File: config.mk
export PLATFORM = sky130hd
export DESIGN_NAME = uart_tx_param
export DESIGN_NICKNAME = d
export VERILOG_FILES = /design/src/rtl/uart_pkg.sv /design/src/rtl/uart_baud_cnt.sv /design/src/rtl/uart_tx_param.sv
export SDC_FILE = /design/constraint.sdc
export NUM_CORES = 1
export LEC_CHECK = 0
export BUFFER_PORTS_ARGS = -buffer_cell sky130_fd_sc_hd__buf_2
export CORE_AREA = 2 2 66 68
export DETAILED_ROUTE_END_ITERATION = 7
export DIE_AREA = 0 0 68 70
export PLACE_DENSITY = 0.78
export RECOVER_POWER = 100
export SLEW_MARGIN = 20
export SYNTH_ARGS = -nofsm -noshare
export SYNTH_HDL_FRONTEND = slang
export SYNTH_SLANG_ARGS = --single-unit
File: constraint.sdc
create_clock -name clk_i -period 2.2 [get_ports clk_i]
set_input_delay 0.33 -clock clk_i [delete_from_list [all_inputs] [get_ports clk_i]]
set_output_delay 0.33 -clock clk_i [all_outputs]
set_load 0.01 [all_outputs]
File: src/rtl/uart_pkg.sv
// uart_pkg: shared definitions for the UART transmitter and its matching
// receiver.
//   uart_state_e         - frame sequencer states (3-bit encoding)
//   PARITY_*             - values for the PARITY parameter
//   CLKS_PER_BIT_DEFAULT - 100 MHz system clock / 9600 Bd
package uart_pkg;

   typedef enum logic [2:0] {
      ST_IDLE   = 3'd0,
      ST_START  = 3'd1,
      ST_DATA   = 3'd2,
      ST_PARITY = 3'd3,
      ST_STOP   = 3'd4
   } uart_state_e;

   localparam int PARITY_NONE = 0;
   localparam int PARITY_ODD  = 1;
   localparam int PARITY_EVEN = 2;

   localparam int CLKS_PER_BIT_DEFAULT = 10417;

endpackage

File: src/rtl/uart_baud_cnt.sv
// uart_baud_cnt: bit-period counter, counts 0..CLKS_PER_BIT-1 and wraps.
//   clk      - system clock
//   rst_n    - synchronous active-low reset
//   clear    - hold the count at 0 (used while the line is idle)
//   tick     - last cycle of the current bit period
//   pre_tick - second-to-last cycle of the bit period, lets a user register
//              a flag that lines up exactly with the final cycle
module uart_baud_cnt
   import uart_pkg::*;
#(
   parameter int CLKS_PER_BIT = CLKS_PER_BIT_DEFAULT
) (
   input  logic clk,
   input  logic rst_n,
   input  logic clear,
   output logic tick,
   output logic pre_tick
);

   localparam int CW = (CLKS_PER_BIT > 1) ? $clog2(CLKS_PER_BIT) : 1;
   localparam logic [CW-1:0] LAST = CW'(CLKS_PER_BIT - 1);
   localparam logic [CW-1:0] PRE  = CW'(CLKS_PER_BIT - 2);

   logic [CW-1:0] cnt;

   always_ff @(posedge clk) begin
      if (!rst_n || clear || tick) cnt <= '0;
      else                         cnt <= cnt + 1'b1;
   end

   assign tick     = (cnt == LAST);
   assign pre_tick = (cnt == PRE);

endmodule

File: src/rtl/uart_tx_param.sv
// uart_tx_param: parametrised UART transmitter with a one-word holding buffer.
//   clk_i   - system clock
//   rst_ni  - synchronous active-low reset, aborts any frame in progress
//   data_i  - word to send (DATA_OFFSET is added on acceptance)
//   valid_i - data_i valid; accepted on an edge where valid_i && ready_o
//   ready_o - holding buffer empty
//   txd_o   - serial line, idle high, LSB first, driven from a flop
//   busy_o  - frame in progress
//   done_o  - one-cycle pulse on the last cycle of the final stop bit
module uart_tx_param
   import uart_pkg::*;
#(
   parameter int CLKS_PER_BIT = CLKS_PER_BIT_DEFAULT,
   parameter int DATA_BITS    = 8,
   parameter int PARITY       = PARITY_NONE,
   parameter int STOP_BITS    = 1,
   parameter int DATA_OFFSET  = 0
) (
   input  logic                 clk_i,
   input  logic                 rst_ni,
   input  logic [DATA_BITS-1:0] data_i,
   input  logic                 valid_i,
   output logic                 ready_o,
   output logic                 txd_o,
   output logic                 busy_o,
   output logic                 done_o
);

   generate
      if (CLKS_PER_BIT < 2 || CLKS_PER_BIT > 65535 || DATA_BITS < 5 || DATA_BITS > 9 ||
          PARITY < PARITY_NONE || PARITY > PARITY_EVEN || STOP_BITS < 1 || STOP_BITS > 2)
      begin : g_bad_param
         $error("uart_tx_param: illegal parameter combination");
      end
   endgenerate

   localparam int IW = $clog2(DATA_BITS + 1);
   localparam logic [IW-1:0]        LAST_DATA = IW'(DATA_BITS - 1);
   localparam logic [IW-1:0]        LAST_STOP = IW'(STOP_BITS - 1);
   localparam logic [DATA_BITS-1:0] OFS       = DATA_BITS'(DATA_OFFSET);
   localparam logic                 ODD       = (PARITY == PARITY_ODD);

   uart_state_e          state;
   logic [DATA_BITS-1:0] hold;     // holding buffer
   logic [DATA_BITS-1:0] shreg;    // shifts right, bit 0 is the next data bit
   logic                 par_bit;  // parity captured when the word is loaded
   logic [IW-1:0]        idx;      // data bit index, reused as stop bit index
   logic                 ready_q;  // buffer empty
   logic                 txd_q;
   logic                 busy_q;
   logic                 done_q;
   logic                 tick;
   logic                 pre_tick;

   // Counter is pinned at 0 while idle so START always gets a full period.
   uart_baud_cnt #(.CLKS_PER_BIT(CLKS_PER_BIT)) u_baud (
      .clk      (clk_i),
      .rst_n    (rst_ni),
      .clear    (state == ST_IDLE),
      .tick     (tick),
      .pre_tick (pre_tick)
   );

   always_ff @(posedge clk_i) begin
      if (!rst_ni) begin
         state   <= ST_IDLE;
         hold    <= '0;
         shreg   <= '0;
         par_bit <= 1'b0;
         idx     <= '0;
         ready_q <= 1'b1;
         txd_q   <= 1'b1;
         busy_q  <= 1'b0;
         done_q  <= 1'b0;
      end else begin
         done_q <= 1'b0;

         if (valid_i && ready_q) begin
            hold    <= data_i + OFS;
            ready_q <= 1'b0;
         end

         case (state)
            ST_IDLE: begin
               if (!ready_q) begin
                  shreg   <= hold;
                  par_bit <= (^hold) ^ ODD;
                  ready_q <= 1'b1;
                  txd_q   <= 1'b0;
                  busy_q  <= 1'b1;
                  idx     <= '0;
                  state   <= ST_START;
               end
            end
            ST_START: begin
               if (tick) begin
                  txd_q <= shreg[0];
                  shreg <= shreg >> 1;
                  idx   <= '0;
                  state <= ST_DATA;
               end
            end
            ST_DATA: begin
               if (tick) begin
                  if (idx == LAST_DATA) begin
                     idx <= '0;
                     if (PARITY != PARITY_NONE) begin
                        txd_q <= par_bit;
                        state <= ST_PARITY;
                     end else begin
                        txd_q <= 1'b1;
                        state <= ST_STOP;
                     end
                  end else begin
                     idx   <= idx + 1'b1;
                     txd_q <= shreg[0];
                     shreg <= shreg >> 1;
                  end
               end
            end
            ST_PARITY: begin
               if (tick) begin
                  txd_q <= 1'b1;
                  state <= ST_STOP;
               end
            end
            ST_STOP: begin
               // Raised one cycle early so the registered pulse covers the last cycle.
               if (pre_tick && idx == LAST_STOP) done_q <= 1'b1;
               if (tick) begin
                  if (idx != LAST_STOP) begin
                     idx <= idx + 1'b1;
                  end else if (!ready_q) begin
                     // Next word waiting: start bit follows with no idle gap.
                     shreg   <= hold;
                     par_bit <= (^hold) ^ ODD;
                     ready_q <= 1'b1;
                     txd_q   <= 1'b0;
                     idx     <= '0;
                     state   <= ST_START;
                  end else begin
                     busy_q <= 1'b0;
                     state  <= ST_IDLE;
                  end
               end
            end
            default: state <= ST_IDLE;
         endcase
      end
   end

   assign ready_o = ready_q;
   assign txd_o   = txd_q;
   assign busy_o  = busy_q;
   assign done_o  = done_q;

endmodule

# Word-level counts from Yosys, hierarchy flattened
# Cells that the tools add are included.
# W data, S select, Z words.
[totals] elab_cells=86 out_inout_bits=4 in_bits=11 regBits=41
[classes] muxes=42 eq_ne=16 n_reduce_logical=17 add_sub_neg=2
[op_table] op="$mux W8" n=6
[op_table] op="$pmux W8 S4" n=1
[op_table] op="$eq A14 B14 Y1 const B" n=2
[op_table] op="$mux W4" n=6
[op_table] op="$mux W3" n=7
[op_table] op="$mux W1" n=17
[op_table] op="$pmux W4 S4" n=1
[op_table] op="$pmux W3 S5" n=1
[op_table] op="$add A14 B1 Y14 const B" n=1
[op_table] op="$reduce_and A6 Y1" n=2
[op_table] op="$ne A2 B2 Y1 const B" n=5
[op_table] op="$ne A2 B1 Y1 const B" n=4
[op_table] op="$reduce_bool A4 Y1" n=2
[op_table] op="$reduce_and A7 Y1" n=1
[op_table] op="$eq A3 B2 Y1 const B" n=2
[op_table] op="$pmux W1 S5" n=1
[op_table] op="$reduce_and A5 Y1" n=1
[op_table] op="$reduce_bool A5 Y1" n=1
[op_table] op="$add A4 B1 Y4 const B" n=1
[op_table] op="$eq A4 B3 Y1 const B" n=1
[op_table] op="$logic_not A4 Y1" n=1
[op_table] op="$pmux W1 S2" n=2
[op_table] op="$reduce_and A4 Y1" n=1
[op_table] op="$eq A3 B1 Y1 const B" n=1
[op_table] op="7 further kinds" n=9

# Depth between registers and ports, before layout
# Gate-level depths: netlist of run 1.
[depth] ltp_word=6 mapped_depth=8

# By module
# Synthesis of run 1 repeated with hierarchy kept, for this count alone.
[hier_totals] cells_unflattened=256 hier_area_um2=2207.1
[modules_own_cells] mod="uart_tx_param" cells_each=182 instances=1 area_per_inst_um2=1547.7
[modules_own_cells] mod="uart_baud_cnt" cells_each=74 instances=1 area_per_inst_um2=659.4

# Worst setup path after synthesis of run 1
# OpenSTA, ideal clock, no wires.
[synth_timing] path_kind="reg2reg" startpoint="reg u_baud.cnt[10]" endpoint="reg shreg[7]" period_less_slack_ns=2.020 stages_incl_launch_ff=7 slack_ns=0.180 arrival_ns=1.948 path_cell_list="dfxtp_1 nor4b_4 nand4_4 a2111oi_4 and2_1 buf_6 mux2i_1"
[synth_between] elab_chain_len=3 elab_cells_between_ends=5 cone_classes="eq/ne: 4; reduce/logical: 1"
[synth_rtl] item="start: declaration" line_no="uart_baud_cnt.sv:24" text="logic [CW-1:0] cnt;"
[synth_rtl] item="start signal: assignment" line_no="uart_baud_cnt.sv:28" text="else cnt <= cnt + 1'b1;"
[synth_rtl] item="$eq A14 B14 Y1 (*)" line_no="uart_baud_cnt.sv:31" text="assign tick = (cnt == LAST);"
[synth_rtl] item="$ne A2 B1 Y1 (no line)"
[synth_rtl] item="$reduce_and A6 Y1 (no line) (*)"
[synth_rtl] item="end signal: assignment" line_no="uart_tx_param.sv:86" text="shreg <= hold;"
[synth_rtl] item="end signal: assignment" line_no="uart_tx_param.sv:98" text="shreg <= shreg >> 1;"
[synth_rtl] item="end signal: assignment" line_no="uart_tx_param.sv:117" text="shreg <= shreg >> 1;"
[synth_rtl] item="end: declaration" line_no="uart_tx_param.sv:45" text="logic [DATA_BITS-1:0] shreg;"
# Every way passes the cells marked *; elsewhere a longest branch is shown, timed or not.
# A chain may end at the register's enable or synchronous reset.

# Final worst setup path of run 1
[layout_timing] startpoint="reg u_baud.cnt[8]" endpoint="reg shreg[7]"
# Same word-level chain as after synthesis.

==> results.cfg, run 1 <==
[setup_path]
path_max_fanout = 8
cp-end-kind = register
start_kind = register
r2r_end = shreg[7]
cp.arrival_ps = 2280
cp_slowest_cell = nor4b_4
max_stage_delay_ps = 430
crit_chain = nor4b_4, clkbuf_1, nand4_1, buf_4, o31ai_4, and2_1, mux2i_1
reg2reg_slack_ps = 140
rr_startpoint = u_baud.cnt[8]
critical_path_class = register to register
r2r.worst_path.cells = 7
crit_required_ps = 2430

[global_route]
antenna_found_initial = 0
grt_pass1_vias = 1692
grt_max_degree = 19
grt-ovfl-total = 0
grt_pass1_wl_mm = 7.96
grtUsageTotal_pct = 21.9

[die]
core_area_um2 = 4140
start_util_pct = 51.8
die_h_um = 70
pin_count = 15
dieArea_um2 = 4760
row_count = 24
die_w_um = 68

[cts]
cts_made_buffers = 5
clockRootBuffer = clkbuf_8
cts_tree = built
clkSinkCount = 41
path_clk_slew_ps = 80
clk_latency_ps = 290
cts_hold_buf = 0
clk_path_buf_depth = 2
cts_max_level = 2

[placed_design]
dp_cells = 311
dpl.hpwl_mm = 3.29
routabilityCongestion = 0.894
dpl_cell_area_um2 = 2320
dp_slack_ps = 137
port_buffers = 14

[power]
ir_worst_vdd_v = 0.000402
power_density_nw_per_um2 = 702
power_mw = 1.71
power_leakage_nw = 0.913

[finish]
final_core_util_pct = 58.9
antenna_cells = 0
nets = 282
fillers = 383
drive_gt1_share_pct = 16.0
areaGrowthSynthToFinish_pct = 13.8
final_cells = 320
design_area_um2 = 2440

[timing]
finClkSkew_ps = 2.16
drv_slew = 0
rsz0062_at_grt = false
period_needed_ps = 2060
tightest_slew_ps = 765
setup_viol = 0
slew_headroom_pct = 48.8
fmax_mhz = 486
setup_slack_ps = 143
whs_ps = 281
finalHoldViolations = 0
timing.setup.tns_ps = 0
period_share_pct = 93.5

[detailed_routing]
drt-wirelength-per-cell_um = 14.5
met2_length_mm = 2.24
wl_mm = 4.63
remaining_drc_errors = 0
drt-met1-wl_mm = 2.16
drtIter0Drc = 108
routed_via_density = 5.68
topRoutingLayerUsed = met4
wl_met3_um = 140
vias = 1818
ant_nets = 0
drt-pass1-iter-count = 4

[yosys]
ys.flop_type = dfxtp_1
seq_area_frac_synth_pct = 38.3
synth_edf_count = 0
ys_ff_latch = 41
synth_cells = 245
synth-async-reset-ratio_pct = 0
yosysWarningCount = 0
synth_cell_type_count = 57
syn_area_per_cell_um2 = 8.75
syn_nets = 260
synth_area_um2 = 2140

[worst_hold_path]
hold_class = input pin to register
min_delay_path_depth = 3
min_to = hold[7]
hp-start = data_i[7]

[run]
drv_cap = 0

[run_status]
status = finished clean
==> sequential cells by signal (all words and copies together) (netlist names) <==
| name | flops |
|---|---|
| hold | 8 |
| idx | 4 |
| state | 3 |
| busy_o | 1 |
| u_baud.cnt | 14 |
| txd_o | 1 |
| shreg | 8 |
| done_o | 1 |
| ready_o | 1 |
==> cell families after synthesis <==
group / after synthesis / synth area share (%)
AND/OR/NAND/NOR: 98 / 25.1
flip-flops: 41 / 38.3
XOR/XNOR: 15 / 6.13
multiplexers: 8 / 3.73
adder cells (fa/ha/maj): 4 / 2.33
AO/OA/AOI/OAI: 56 / 19.8
buffers and inverters: 23 / 4.67
==> layer usage <==
metal / vias to the layer above / track usage [%]
met5: - / 0
met3: 9 / 4.99
met4: 0 / 6.89
met1: 858 / 30.6
li1: 920 / -
met2: 31 / 33.2
==> cell usage after synthesis, types with 4 or more instances <==
cell type / number / area (um^2)
mux2i_1: 8 / 80.1
ha_1: 4 / 50.1
a211oi_1: 7 / 52.6
a21oi_1: 17 / 85.1
dfxtp_1: 41 / 821
nand3_1: 18 / 90.1
o21ai_0: 6 / 30.0
nand2_1: 21 / 78.8
nor3_1: 8 / 40.0
inv_1: 8 / 30.0
xnor2_1: 9 / 78.8
xor2_1: 6 / 52.6
buf_2: 5 / 25.0
clkbuf_1: 6 / 22.5
nor2_1: 23 / 86.3
==> repair_timing <==
item                       CTS  global route
gates resized for setup      0             1
hold endpoints to repair     0             0
setup endpoints to repair    0             4
setup buffers                0             1
==> report_power, final <==
part | internal (mW) | switching [mW]
Combinational | 0.0864 | 0.113
Clock | 0.451 | 0.255
Sequential | 0.778 | 0.0290
==> cell type report <==
type                    count  area [um^2]  area share [%]
clock buffers               5         68.8            2.82
well taps                  52         65.1            2.67
inverters                   9         33.8            1.38
clock inverters             3         65.1            2.67
flip-flops and latches     41          821            33.6
repair buffers             29          160            6.56
multi-input cells         181         1230            50.3
==> worst max-delay path, delay by kind of cell (launching register included) <==
kind,cells,cell delay (ps)
muxes,1,210
buffers and inverters,2,380
AOI/OAI and AO/OA,1,170
DFF,1,360
and+or+nand+nor,3,870
==> worst max-delay path by stage <==
stage | start | end | slack, ps | cells after the start
floorplan | u_baud.cnt[10] | shreg[7] | 180 | 6
global placement | u_baud.cnt[10] | shreg[7] | 190 | 5
detailed placement | u_baud.cnt[10] | shreg[7] | 140 | 5
CTS | u_baud.cnt[10] | shreg[7] | 110 | 5
global route | u_baud.cnt[8] | shreg[0] | 30 | 8
finish | u_baud.cnt[8] | shreg[7] | 140 | 7
==> cell usage in the layout (no fill, tap or decap), drive strengths merged, types with 3 or more instances in the layout <==
cell type  instances
a211oi             7
a21oi             17
and3               5
and3b              3
buf               20
clkbuf            14
dfxtp             41
ha                 4
inv                8
mux2i              8
nand2             21
nand3             18
nand4              3
nor2              23
nor2b              3
nor3               8
o211ai             3
o21a               3
o21ai              6
xnor2              9
xor2               6
Note: power is estimated with default switching activity, not from simulation.
==> inputs of run 2 (changes only) <==
--- a/config.mk
+++ b/config.mk
@@ -6,12 +6,14 @@
 export NUM_CORES = 1
 export LEC_CHECK = 0
 export BUFFER_PORTS_ARGS = -buffer_cell sky130_fd_sc_hd__buf_2
-export CORE_AREA = 2 2 66 68
+export CORE_AREA = 2 2 67 69
 export DETAILED_ROUTE_END_ITERATION = 7
-export DIE_AREA = 0 0 68 70
-export PLACE_DENSITY = 0.78
+export DIE_AREA = 0 0 69 71
+export PLACE_DENSITY = 0.77
 export RECOVER_POWER = 100
 export SLEW_MARGIN = 20
 export SYNTH_ARGS = -nofsm -noshare
 export SYNTH_HDL_FRONTEND = slang
+export SYNTH_HIERARCHICAL = 1
 export SYNTH_SLANG_ARGS = --single-unit
+export TNS_END_PERCENT = 1
==> constraint.sdc (replaced) <==
create_clock -name clk_i -period 2.2 [get_ports clk_i]
set_input_delay 0.22 -clock clk_i [delete_from_list [all_inputs] [get_ports clk_i]]
set_output_delay 0.22 -clock clk_i [all_outputs]
set_load 0.01 [all_outputs]
==> run 2 against run 1 <==
Net effect:
- flip-flop and latch count unchanged
- critical path depth grew 2
- sequential share of layout area is essentially flat
- total power decreased by 3.1%
- critical endpoint is now shreg[4]
==> results.cfg, run 2 <==
[worst_hold_path]
min_to = hold[3]
hold_class = input pin to register
hp-start = data_i[3]
min_delay_path_depth = 3

[detailed_routing]
routed_via_density = 5.46
drt-pass1-iter-count = 4
wl_mm = 4.22
remaining_drc_errors = 0
vias = 1801
drt-wirelength-per-cell_um = 12.8
drtIter0Drc = 56
ant_nets = 0

[setup_path]
critical_path_class = register to register
crit_required_ps = 2380
reg2reg_slack_ps = 100
r2r_end = shreg[4]
max_stage_delay_ps = 480
cp-end-kind = register
start_kind = register
cp.arrival_ps = 2280
crit_chain = inv_1, ha_1, or4b_4, nor2_4, nor3b_1, a221o_1, nand4b_2, buf_12, mux2i_1
cp_slowest_cell = or4b_4
r2r.worst_path.cells = 9
path_max_fanout = 8
critPathLaunch = u_baud/cnt[1]
rr_startpoint = u_baud/cnt[1]

[placed_design]
routabilityCongestion = 0.832
dp_slack_ps = -43.7
dpl.hpwl_mm = 3.01
port_buffers = 14

[timing]
fmax_mhz = 476
period_share_pct = 95.5
timing.setup.tns_ps = 0
setup_viol = 0
finalHoldViolations = 0
drv_slew = 0
slew_headroom_pct = 60.1
setup_slack_ps = 99.9
rsz0062_at_grt = false
period_needed_ps = 2100
finClkSkew_ps = 3.83
tightest_slew_ps = 597

[run]
drv_cap = 0

[yosys]
yosys.area.top_type = dfxtp_1
synth_cells = 256
syn_area_per_cell_um2 = 8.62
yosys-top-cells-count = dfxtp_1, nand2_1, nor2_1
synth_area_um2 = 2210
synth_edf_count = 0
ys_top_cells_by_area = dfxtp_1, nand2_1, mux2i_1
synth-async-reset-ratio_pct = 0
synth_most_common_cell = dfxtp_1
ys_ff_latch = 41
synth_top_area_share_pct = 37.2
synth_cell_type_count = 49
syn_nets = 271
yosysWarningCount = 6
seq_area_frac_synth_pct = 37.2
ys.flop_type = dfxtp_1

[cts]
clockRootBuffer = clkbuf_8
clk_latency_ps = 290
clk_path_buf_depth = 2
cts_made_buffers = 5
cts_hold_buf = 0
cts_tree = built
cts_max_level = 2
path_clk_slew_ps = 70
clkSinkCount = 41

[die]
die_h_um = 71
core_area_um2 = 4200
dieArea_um2 = 4900
die_w_um = 69
pin_count = 15
start_util_pct = 52.5
row_count = 24

[finish]
layout_commonest_cell = dfxtp_1
fillers = 390
antenna_cells = 0
largest_reg_flops = 14
largest_registers = u_baud/cnt (14), hold (8), shreg (8)
drive_gt1_share_pct = 14.7
nets = 292
final_cell_mix = dfxtp_1, nand2_1, nor2_1
areaGrowthSynthToFinish_pct = 10.7
multi_input_area_um2 = 1250
seq_area_um2 = 821
regMostFlops = u_baud/cnt

[global_route]
grt_pass1_wl_mm = 7.20
antenna_found_initial = 0
grt-ovfl-total = 0
grt_pass1_vias = 1589
grtUsageTotal_pct = 18.0
grt_max_degree = 23

[run_status]
status = finished clean

[power]
pwr-share-seq_pct = 50.5
clkPwrFrac_pct = 28.1
p_comb_share_pct = 21.4
power_mw = 1.66
power_density_nw_per_um2 = 679
p_int_mw = 1.17
power_leakage_nw = 0.894
p_switching_mw = 0.486
ir_worst_vdd_v = 0.000468
swShare_pct = 29.3
[run 2: kinds of logic after synthesis]
| logic type | after synthesis | synth area share (%) |
|---|---|---|
| buffers and inverters | 26 | 6.58 |
| AO/OA/AOI/OAI | 49 | 16.7 |
| flip-flops | 41 | 37.2 |
| AND/OR/NAND/NOR | 113 | 27.6 |
| multiplexers | 10 | 4.54 |
| adder cells (fa/ha/maj) | 4 | 2.27 |
| XOR/XNOR | 13 | 5.16 |
[run 2: through the flow]
stage | cell area [um^2] | hold slack, ps | utilization [%] | cells
floorplan | 2210 | 376 | - | 256
global placement | 2360 | 442 | 56.0 | 321
detailed placement | 2360 | 450 | 56.0 | 321
CTS | 2440 | 173 | 58.0 | 329
global route | 2440 | 171 | 58.1 | 330
finish | 2440 | 182 | 58.1 | 330
[run 2: worst max-delay path by stage]
stage | to
global route | shreg[4]
global placement | shreg[2]
finish | shreg[4]
CTS | shreg[0]
floorplan | shreg[7]
detailed placement | shreg[0]
[run 2: power by group through the flow]
stage | clock network (mW) | registers (mW) | logic, mW
3_5_place_dp | 0 | 0.853 | 0.352
3_3_place_gp | 0 | 0.852 | 0.346
6_report | 0.466 | 0.839 | 0.354
2_1_floorplan | 0 | 0.826 | 0.313
5_1_grt | 0.515 | 0.845 | 0.394
4_1_cts | 0.484 | 0.835 | 0.354
[run 2: cell type report]
class	count	area share, %
multi-input combinational	189	51.1
sequential	41	33.6
timing repair buffer	29	7.63
clock buffer	8	3.28
tap	52	2.66
inverter	11	1.69
[run 2: layer usage]
layer  wire length (um)  up-vias  track usage, %
met1               2080      832            23.9
met5                  0        -               0
li1                   -      941               -
met4                 53        0            5.88
met3                135        7            4.84
met2               1960       21            28.5
[run 2: critical path, delay by kind of cell (launching register included)]
kind,cells,cell delay [ps]
compound gates,1,230
simple gates,4,990
flops,1,310
mux,1,110
buf+inv,2,230
fa+ha+maj,1,130
[run 2: timing repair]
| item | 4_1_cts | 5_1_grt |
|---|---|---|
| hold endpoints to repair | 0 | 0 |
| resized for setup | 1 | 3 |
| pin swaps | 0 | 1 |
| buffers inserted | 0 | 1 |
| endpoints found under the setup margin | 8 | 8 |
| cloned | 0 | 0 |
==> inputs of run 3 (changes only) <==
--- a/config.mk
+++ b/config.mk
@@ -9,7 +9,7 @@
 export CORE_AREA = 2 2 67 69
 export DETAILED_ROUTE_END_ITERATION = 7
 export DIE_AREA = 0 0 69 71
-export PLACE_DENSITY = 0.77
+export PLACE_DENSITY = 0.73
 export RECOVER_POWER = 100
 export SLEW_MARGIN = 20
 export SYNTH_ARGS = -nofsm -noshare
==> run 3 against run 2 <==
Net effect:
- sequential power fell by 0.8%
- first-iteration DRC count rose by 120%
- final cell count did not move
- register-to-register slack improved by 50 ps
- clock skew rose by 1.5 ps
- global-route usage rose by 1.8 points
- clock-buffer cell count fell by 1
- flip-flop and latch count did not move
- sequential share of layout area fell by 0.15 points
- via count rose by 1.8%
- total power rose by 3.7%
==> results.cfg, run 3 (synthesis results as in run 2) <==
[run_status]
status = finished clean

[timing]
tightest_slew_ps = 634
rsz0062_at_grt = false
setup_slack_ps = 147
drv_slew = 0
period_needed_ps = 2050
setup_viol = 0
period_share_pct = 93.3
finClkSkew_ps = 5.36
slew_headroom_pct = 57.7
fmax_mhz = 487
timing.setup.tns_ps = 0
finalHoldViolations = 0

[detailed_routing]
drt-pass1-iter-count = 4
remaining_drc_errors = 0
drtIter0Drc = 121
routed_via_density = 5.55
ant_nets = 0
wl_mm = 4.48
vias = 1833
drt-wirelength-per-cell_um = 13.6

[cts]
cts_made_buffers = 5
clk_latency_ps = 290
clockRootBuffer = clkbuf_8
clk_path_buf_depth = 2
path_clk_slew_ps = 80
cts_tree = built
cts_max_level = 2
clkSinkCount = 41

[power]
clkPwrFrac_pct = 31.5
ir_worst_vdd_v = 0.000328
p_int_mw = 1.22
p_switching_mw = 0.505
swShare_pct = 29.3
pwr-share-seq_pct = 48.3
power_leakage_nw = 0.910
p_comb_share_pct = 20.2
power_density_nw_per_um2 = 701

[global_route]
grt_pass1_vias = 1759
grtUsageTotal_pct = 19.8
antenna_found_initial = 0
grt-ovfl-total = 0
grt_max_degree = 30
grt_pass1_wl_mm = 7.95

[setup_path]
critical_path_class = register to register
cp.arrival_ps = 2230
start_kind = register
crit_required_ps = 2380
path_max_fanout = 8
cp-end-kind = register

[run]
drv_cap = 0

[finish]
final_cell_mix = dfxtp_1, nand2_1, nor2_1
largest_reg_flops = 14
drive_gt1_share_pct = 16.2
areaGrowthSynthToFinish_pct = 11.2
regMostFlops = u_baud/cnt
nets = 292
antenna_cells = 0
largest_registers = u_baud/cnt (14), hold (8), shreg (8)
layout_commonest_cell = dfxtp_1

[die]
core_area_um2 = 4200
die_h_um = 71
die_w_um = 69
row_count = 24
pin_count = 15
dieArea_um2 = 4900
start_util_pct = 52.5

[placed_design]
dpl.hpwl_mm = 3.10
port_buffers = 14
dp_slack_ps = 33.7
routabilityCongestion = 0.804

[worst_hold_path]
hold_class = input pin to register
run 3: cell count changes in the layout (fill, tap and decap cells not counted), sizes merged:
cell    previous run  this run
clkinv             0         1
buf               23        24
clkbuf            14        12
run 3: metal layers:
metal / global-route usage [%] / wire (um) / vias up
met5: 0 / 0 / -
met4: 8.50 / 63 / 0
met3: 4.42 / 198 / 6
met2: 31.7 / 2160 / 35
met1: 25.8 / 2060 / 856
li1: - / - / 936
run 3: stage by stage:
| stage | total power [mW] | util (%) | hold WS [ps] | area (um^2) | std cells |
|---|---|---|---|---|---|
| 6_report | 1.72 | 58.4 | 186 | 2450 | 330 |
| 3_3_place_gp | 1.21 | 56.0 | 440 | 2360 | 321 |
| 2_1_floorplan | 1.14 | - | 376 | 2210 | 256 |
| 4_1_cts | 1.77 | 58.5 | 179 | 2460 | 329 |
| 3_5_place_dp | 1.22 | 56.0 | 448 | 2360 | 321 |
| 5_1_grt | 1.81 | 58.4 | 191 | 2450 | 330 |
run 3: cell type report:
class | instances | area (um^2)
fillers | 391 | 1750
multi-input cells | 189 | 1250
flip-flops and latches | 41 | 821
repair buffers | 29 | 178
clock buffers | 7 | 96.3
well taps | 52 | 65.1
inverters | 11 | 41.3
clock inverters | 1 | 5.00
run 3: power groups by stage:
stage          clock [mW]  sequential, mW  combinational (mW)
6_report            0.542           0.832               0.348
5_1_grt             0.588           0.840               0.386
3_3_place_gp            0           0.845               0.368
4_1_cts             0.557           0.829               0.380
3_5_place_dp            0           0.846               0.377
2_1_floorplan           0           0.826               0.313
run 3: critical path: stages, from the launching register on:
cell and delay (ps):
dfxtp_1 310, inv_1 50, ha_1 120, or4b_4 480
nor2_4 170, nor2b_4 170, a221o_1 200, nand4b_2 110
buf_4 200, mux2i_1 130
run 3: final timing paths:
path,start,to,slack (ps),depth (start not counted)
max,u_baud/cnt[0],shreg[3],150,9
min,data_i[3],hold[3],190,3
max reg2reg,u_baud/cnt[0],shreg[3],150,9
min reg2reg,shreg[2],shreg[2],460,2
run 3: what timing repair did:
item,CTS,global route
hold buffers,0,0
gates resized for setup,0,5
endpoints found under the setup margin,0,16
setup buffers,0,1
